[config.mk]
export PLATFORM = sky130hd
export DESIGN_NAME = reset_sequencer
export DESIGN_NICKNAME = d
export VERILOG_FILES = /design/src/rtl/x65_reset_pkg.sv /design/src/rtl/reset_req_edge.sv /design/src/rtl/reset_sequencer.sv
export SDC_FILE = /design/constraint.sdc
export NUM_CORES = 1
export LEC_CHECK = 0
export CAP_MARGIN = 10
export CORE_MARGIN = 10
export CORE_UTILIZATION = 50
export DETAILED_ROUTE_END_ITERATION = 6
export GPL_TIMING_DRIVEN = 0
export PLACE_DENSITY = 0.81
export SLEW_MARGIN = 20
export SYNTH_ARGS = -nofsm -noshare
export SYNTH_HDL_FRONTEND = slang
export SYNTH_SLANG_ARGS = --single-unit
export TNS_END_PERCENT = 10
[constraint.sdc]
create_clock -name clk -period 3.2 [get_ports clk]
set_clock_uncertainty 0.1 [all_clocks]
set_input_delay 0.48 -clock clk [delete_from_list [all_inputs] [get_ports clk]]
set_output_delay 0.48 -clock clk [all_outputs]
set_load 0.01 [all_outputs]
[src/rtl/x65_reset_pkg.sv]
// Shared definitions for the reset sequencer: FSM state encoding and request source indices.
package x65_reset_pkg;

  // Sequencer states, 2-bit encoding.
  typedef enum logic [1:0] {
    ST_IDLE       = 2'd0,
    ST_QUIESCE    = 2'd1,
    ST_HOLD       = 2'd2,
    ST_REL_PERIPH = 2'd3
  } state_t;

  // Request source indices. A lower index has higher priority for last_cause_o.
  localparam int SRC_BTN  = 0;
  localparam int SRC_WDOG = 1;
  localparam int SRC_SW   = 2;
  localparam int SRC_DBG  = 3;

endpackage

[src/rtl/reset_req_edge.sv]
// Request front end: masks the sources, registers them, detects rising edges
// and reports the lowest-index (highest-priority) source that produced an edge.
module reset_req_edge #(
  parameter int NSRC  = 4,
  parameter int IDX_W = 2
) (
  input  logic              clk,
  input  logic              reset,
  input  logic [NSRC-1:0]   req,
  input  logic [NSRC-1:0]   mask,
  output logic [NSRC-1:0]   edge_bits,
  output logic              trig,
  output logic              level_any,
  output logic [IDX_W-1:0]  idx
);

  logic [NSRC-1:0] masked_s;
  logic [NSRC-1:0] prev_r;

  // Lowest set bit index; index 0 wins over all others.
  function automatic logic [IDX_W-1:0] lowest_set(input logic [NSRC-1:0] v);
    lowest_set = '0;
    for (int i = NSRC - 1; i >= 0; i--) begin
      if (v[i]) lowest_set = IDX_W'(i);
    end
  endfunction

  assign masked_s  = req & mask;
  assign edge_bits = masked_s & ~prev_r;
  assign trig      = |edge_bits;
  assign level_any = |masked_s;
  assign idx       = lowest_set(edge_bits);

  // Previous masked request levels; all-ones at reset so a request held
  // through block reset does not look like a fresh edge.
  always_ff @(posedge clk) begin
    if (reset) begin
      prev_r <= '1;
    end else begin
      prev_r <= masked_s;
    end
  end

endmodule

[src/rtl/reset_sequencer.sv]
// Reset sequencer: collects reset requests, quiesces the CPU, then holds both
// resets and releases the peripheral reset before the CPU reset. Latches the cause.
module reset_sequencer
  import x65_reset_pkg::*;
#(
  parameter int NSRC        = 4,
  parameter int HOLD_CYC    = 16,
  parameter int STAGGER_CYC = 8,
  parameter int QTIMEOUT    = 255,
  parameter int CNT_W       = 8
) (
  input  logic                      clk,
  input  logic                      reset,
  input  logic [NSRC-1:0]           req_i,
  input  logic [NSRC-1:0]           req_mask_i,
  input  logic                      stop_ack_i,
  input  logic                      cause_clr_i,
  output logic                      stop_req_o,
  output logic                      periph_reset_o,
  output logic                      cpu_reset_o,
  output logic                      cpu_resn_o,
  output logic                      busy_o,
  output logic [NSRC-1:0]           cause_o,
  output logic [$clog2(NSRC)-1:0]   last_cause_o,
  output logic                      por_o
);

  localparam int IDX_W = $clog2(NSRC);
  localparam logic [CNT_W-1:0] HOLD_LOAD    = CNT_W'(HOLD_CYC - 1);
  localparam logic [CNT_W-1:0] STAGGER_LOAD = CNT_W'(STAGGER_CYC - 1);
  localparam logic [CNT_W-1:0] QTO_LOAD     = CNT_W'(QTIMEOUT);
  localparam logic [CNT_W-1:0] CNT_ONE      = CNT_W'(1);

  state_t            state_r, state_s;
  logic [CNT_W-1:0]  cnt_r, cnt_s;
  logic [NSRC-1:0]   edge_bits_s;
  logic              trig_s, level_any_s;
  logic [IDX_W-1:0]  idx_s;
  logic [NSRC-1:0]   cause_s;
  logic [IDX_W-1:0]  last_s;
  logic              por_s;

  reset_req_edge #(.NSRC(NSRC), .IDX_W(IDX_W)) u_req_edge (
    .clk       (clk),
    .reset     (reset),
    .req       (req_i),
    .mask      (req_mask_i),
    .edge_bits (edge_bits_s),
    .trig      (trig_s),
    .level_any (level_any_s),
    .idx       (idx_s)
  );

  // Next-state and shared down-counter logic.
  always_comb begin
    state_s = state_r;
    cnt_s   = cnt_r;
    case (state_r)
      ST_IDLE: begin
        if (trig_s) begin
          state_s = ST_QUIESCE;
          cnt_s   = QTO_LOAD;
        end else begin
          cnt_s   = cnt_r;
        end
      end
      ST_QUIESCE: begin
        if (stop_ack_i || (cnt_r == '0)) begin
          state_s = ST_HOLD;
          cnt_s   = HOLD_LOAD;
        end else begin
          cnt_s   = cnt_r - CNT_ONE;
        end
      end
      ST_HOLD: begin
        if (trig_s) begin
          cnt_s = HOLD_LOAD;
        end else if (cnt_r != '0) begin
          cnt_s = cnt_r - CNT_ONE;
        end else if (!level_any_s) begin
          state_s = ST_REL_PERIPH;
          cnt_s   = STAGGER_LOAD;
        end else begin
          cnt_s   = cnt_r;  // level request parks the sequence here
        end
      end
      ST_REL_PERIPH: begin
        if (trig_s) begin
          state_s = ST_HOLD;
          cnt_s   = HOLD_LOAD;
        end else if (cnt_r == '0) begin
          state_s = ST_IDLE;
        end else begin
          cnt_s   = cnt_r - CNT_ONE;
        end
      end
      default: begin
        state_s = ST_HOLD;
        cnt_s   = HOLD_LOAD;
      end
    endcase
  end

  // Sticky cause capture; a trigger overrides a simultaneous clear.
  always_comb begin
    cause_s = cause_o;
    last_s  = last_cause_o;
    por_s   = por_o;
    if (trig_s) begin
      cause_s = (cause_clr_i ? '0 : cause_o) | edge_bits_s;
      last_s  = idx_s;
      por_s   = 1'b0;
    end else if (cause_clr_i) begin
      cause_s = '0;
      por_s   = 1'b0;
    end else begin
      cause_s = cause_o;
    end
  end

  // State, counter and registered outputs decoded from the next state.
  always_ff @(posedge clk) begin
    if (reset) begin
      state_r        <= ST_HOLD;
      cnt_r          <= HOLD_LOAD;
      stop_req_o     <= 1'b0;
      periph_reset_o <= 1'b1;
      cpu_reset_o    <= 1'b1;
      cpu_resn_o     <= 1'b0;
      busy_o         <= 1'b1;
      cause_o        <= '0;
      last_cause_o   <= '0;
      por_o          <= 1'b1;
    end else begin
      state_r        <= state_s;
      cnt_r          <= cnt_s;
      stop_req_o     <= (state_s == ST_QUIESCE);
      periph_reset_o <= (state_s == ST_HOLD);
      cpu_reset_o    <= (state_s == ST_HOLD) || (state_s == ST_REL_PERIPH);
      cpu_resn_o     <= !((state_s == ST_HOLD) || (state_s == ST_REL_PERIPH));
      busy_o         <= (state_s != ST_IDLE);
      cause_o        <= cause_s;
      last_cause_o   <= last_s;
      por_o          <= por_s;
    end
  end

endmodule

==> flow_metrics.py <==
metrics = {
    "critical_path": {
        "critPathRequiredTime_ns": 3.38,
        "critPathArrivalTime_ns": 2.72,
        "ff2ff_path_depth": 6,
        "rrSetupSlack_ns": 0.92,
        "r2r-end": "cnt_r[6]",
        "critPathCaptureType": "register",
        "worstPathMaxFanout": 10,
        "rr_startpoint": "u_req_edge.prev_r[1]",
        "worstSetupPathType": "in -> reg",
        "start_kind": "primary input",
    },
    "detailed_routing": {
        "routedWlPerCell_um": 15.1,
        "met3_wirelength_um": 271,
        "drtIter0Drc": 65,
        "wl_met2_mm": 1.49,
        "drc": 0,
        "drt-total-wl_mm": 3.19,
        "avgViaCountPerCell": 5.78,
        "top_layer": "met4",
        "vias": 1219,
        "met1_length_mm": 1.40,
        "ant_nets": 0,
        "dr.pass1.iters": 4,
    },
    "cts": {
        "cts_tree": "done",
        "clock_latency_ns": 0.32,
        "cts_buffer_depth": 2,
        "cts_setup_buffers": 0,
        "cts_hold_buf": 0,
        "clock-sinks": 26,
        "post_cts_resized": 0,
        "cts_buffers": 3,
        "path_clk_slew_ns": 0.15,
        "htree_levels": 1,
        "cts_root_buf": "clkbuf_4",
    },
    "floorplanning": {
        "die_area_um2": 5090,
        "coreArea_um2": 2500,
        "start_util_pct": 52.7,
        "ioPinCount": 24,
        "dieWidth_um": 71.3,
        "row_count": 18,
        "die_h_um": 71.3,
    },
    "grt": {
        "grt_pass1_vias": 1226,
        "grt_max_degree": 15,
        "antenna_found_initial": 0,
        "grt_overflow": 0,
        "grt_first_pass_wirelength_mm": 5.57,
        "track_usage_pct": 12.8,
    },
    "logic_synthesis": {
        "ys_top_cells_by_count": "dfxtp_1 (26), nand2_1 (14), nor2_1 (12), a21oi_1 (10), nor3_1 (10)",
        "synth_largest_area_cell": "dfxtp_1",
        "synth-seq-area-share_pct": 39.5,
        "yosysUniqueCellTypes": 49,
        "avgSynthCellArea_um2": 8.55,
        "ys_top_cells_by_area": "dfxtp_1 (40%), nand2_1 (4.0%), a21oi_1 (3.8%)",
        "synth_seq_cells": 26,
        "yosysWarnings": 0,
        "syn_inst": 154,
        "synth_most_common_cell": "dfxtp_1",
        "synth_top_cell_area_share_pct": 39.5,
        "async_flop_share_pct": 0,
        "synthFlopType": "dfxtp_1",
        "synth_nets": 167,
        "synth_edf_count": 0,
        "syn_area_um2": 1320,
    },
    "final_layout": {
        "n_antenna_cell": 0,
        "drive_gt1_share_pct": 12.2,
        "fin_nets": 195,
        "utilization_pct": 64.8,
        "area_growth_pct": 23.1,
        "fillers": 205,
    },
    "placed_design": {
        "io_buffers": 23,
        "finalWeightedCongestion": 0.890,
        "dp_slack_ns": 0.353,
        "dpl.hpwl_mm": 2.39,
    },
    "sta": {
        "fin_crit_ns": 2.54,
        "worst_pin_slew_ns": 0.921,
        "max-slew-margin-rel_pct": 38.1,
        "rsz0062_at_grt": "no",
        "timing.final.ws_setup_ns": 0.665,
        "slew_violations": 0,
        "fmaxAchievable_mhz": 394,
        "hold_viol": 0,
        "post-route-period-util_pct": 79.2,
        "setup_tns_ns": 0,
        "setup_viol": 0,
    },
    "flow_run": {
        "drv_cap": 0,
    },
    "pwr": {
        "vdd_drop_max_v": 0.000334,
        "power.density_nw_per_um2": 368,
        "intPower_uw": 448,
        "power_frac_clock_pct": 28.4,
        "swShare_pct": 24.7,
        "p_sw_uw": 147,
        "leakagePower_uw": 0.000626,
        "power_frac_seq_pct": 57.2,
        "pwr-share-comb_pct": 14.5,
    },
    "worst_hold_path": {
        "hold_start": "por_o",
        "hold_end": "por_o",
        "hold_path_depth": 1,
        "min_path_type": "reg -> reg",
    },
    "outcome": {
        "status": "completed",
    },
}
-- power by group through the flow --
stage                     Sequential [uW]  Combinational [uW]  Clock, uW
after floorplan                       348                47.5          0
after global placement                347                83.8          0
after detailed placement              347                85.7          0
after CTS                             340                86.3        169
after global routing                  342                95.4        187
final                                 340                86.2        169
-- area by class of cell --
cell class              count  area (um2)  area share, %
multi-input cells         106         688           42.5
flip-flops and latches     26         520           32.1
repair buffers             23         230           14.2
plain buffers              12        70.1           4.32
inverters                  10        37.5           2.32
well taps                  30        37.5           2.32
clock buffers               4        36.3           2.24
-- state kept, by name, summed over array words and instances (netlist names) --
register           cells
cpu_resn_o             1
periph_reset_o         1
cnt_r                  8
state_r                2
stop_req_o             1
busy_o                 1
u_req_edge.prev_r      4
cause_o                4
cpu_reset_o            1
por_o                  1
last_cause_o           2
-- layout by cell type (no fill, tap or decap), types with 2 or more instances in the layout --
cell type and count:
nand2_1 14, a31o_2 2, clkdlybuf4s50_1 23, buf_6 3, o31ai_1 2, dfxtp_1 26
and3_1 3, a31oi_1 5, and3b_1 5, o211ai_1 2, a21oi_1 10, nor2_1 12
nor3b_1 2, inv_1 8, o21ai_1 3, or2_2 2, nor4_2 2, o21a_1 2
o21ai_0 3, nand4_1 2, buf_2 2, clkbuf_4 3, clkbuf_1 7, nor3_1 10
-- cells by family after synthesis --
kind of cell	after synthesis	share of synthesized area [%]
XOR/XNOR	2	1.33
adder cells (fa/ha/maj)	1	0.950
flip-flops	26	39.5
AND/OR/NAND/NOR	60	25.6
buffers and inverters	22	8.17
AO/OA/AOI/OAI	43	24.4
-- routing by layer --
metal,GRT usage (%),up-vias
met5,0,-
met4,4.09,0
met3,4.41,4
met2,20.8,47
met1,15.4,560
li1,-,608
-- worst max-delay path, stage by stage --
cell and delay, ns:
clkdlybuf4s50_1 0.43, and3b_1 0.19, buf_2 0.15, nor4_2 0.80, o2111ai_1 0.21, a221oi_1 0.32
a31o_1 0.13
-- through the flow --
step	total power [uW]	hold WS [ns]	area, um2	std cells
floorplan	396	0.388	1320	154
finish	596	0.417	1620	211
global placement	430	0.368	1580	207
global route	625	0.453	1620	211
CTS	596	0.422	1620	211
detailed placement	433	0.384	1580	207
-- how the worst max path moves through the flow --
stage | slack, ns | startpoint | cells after the start | endpoint
2_1_floorplan | 1.07 | req_mask_i[2] | 7 | cnt_r[7]
3_3_place_gp | 0.35 | req_mask_i[3] | 7 | cnt_r[6]
3_5_place_dp | 0.35 | req_mask_i[3] | 7 | cnt_r[6]
4_1_cts | 0.69 | req_mask_i[3] | 7 | cnt_r[6]
5_1_grt | 0.40 | req_mask_i[3] | 7 | cnt_r[6]
6_report | 0.66 | req_mask_i[3] | 7 | cnt_r[6]
Note: power is estimated with default switching activity, not from simulation.
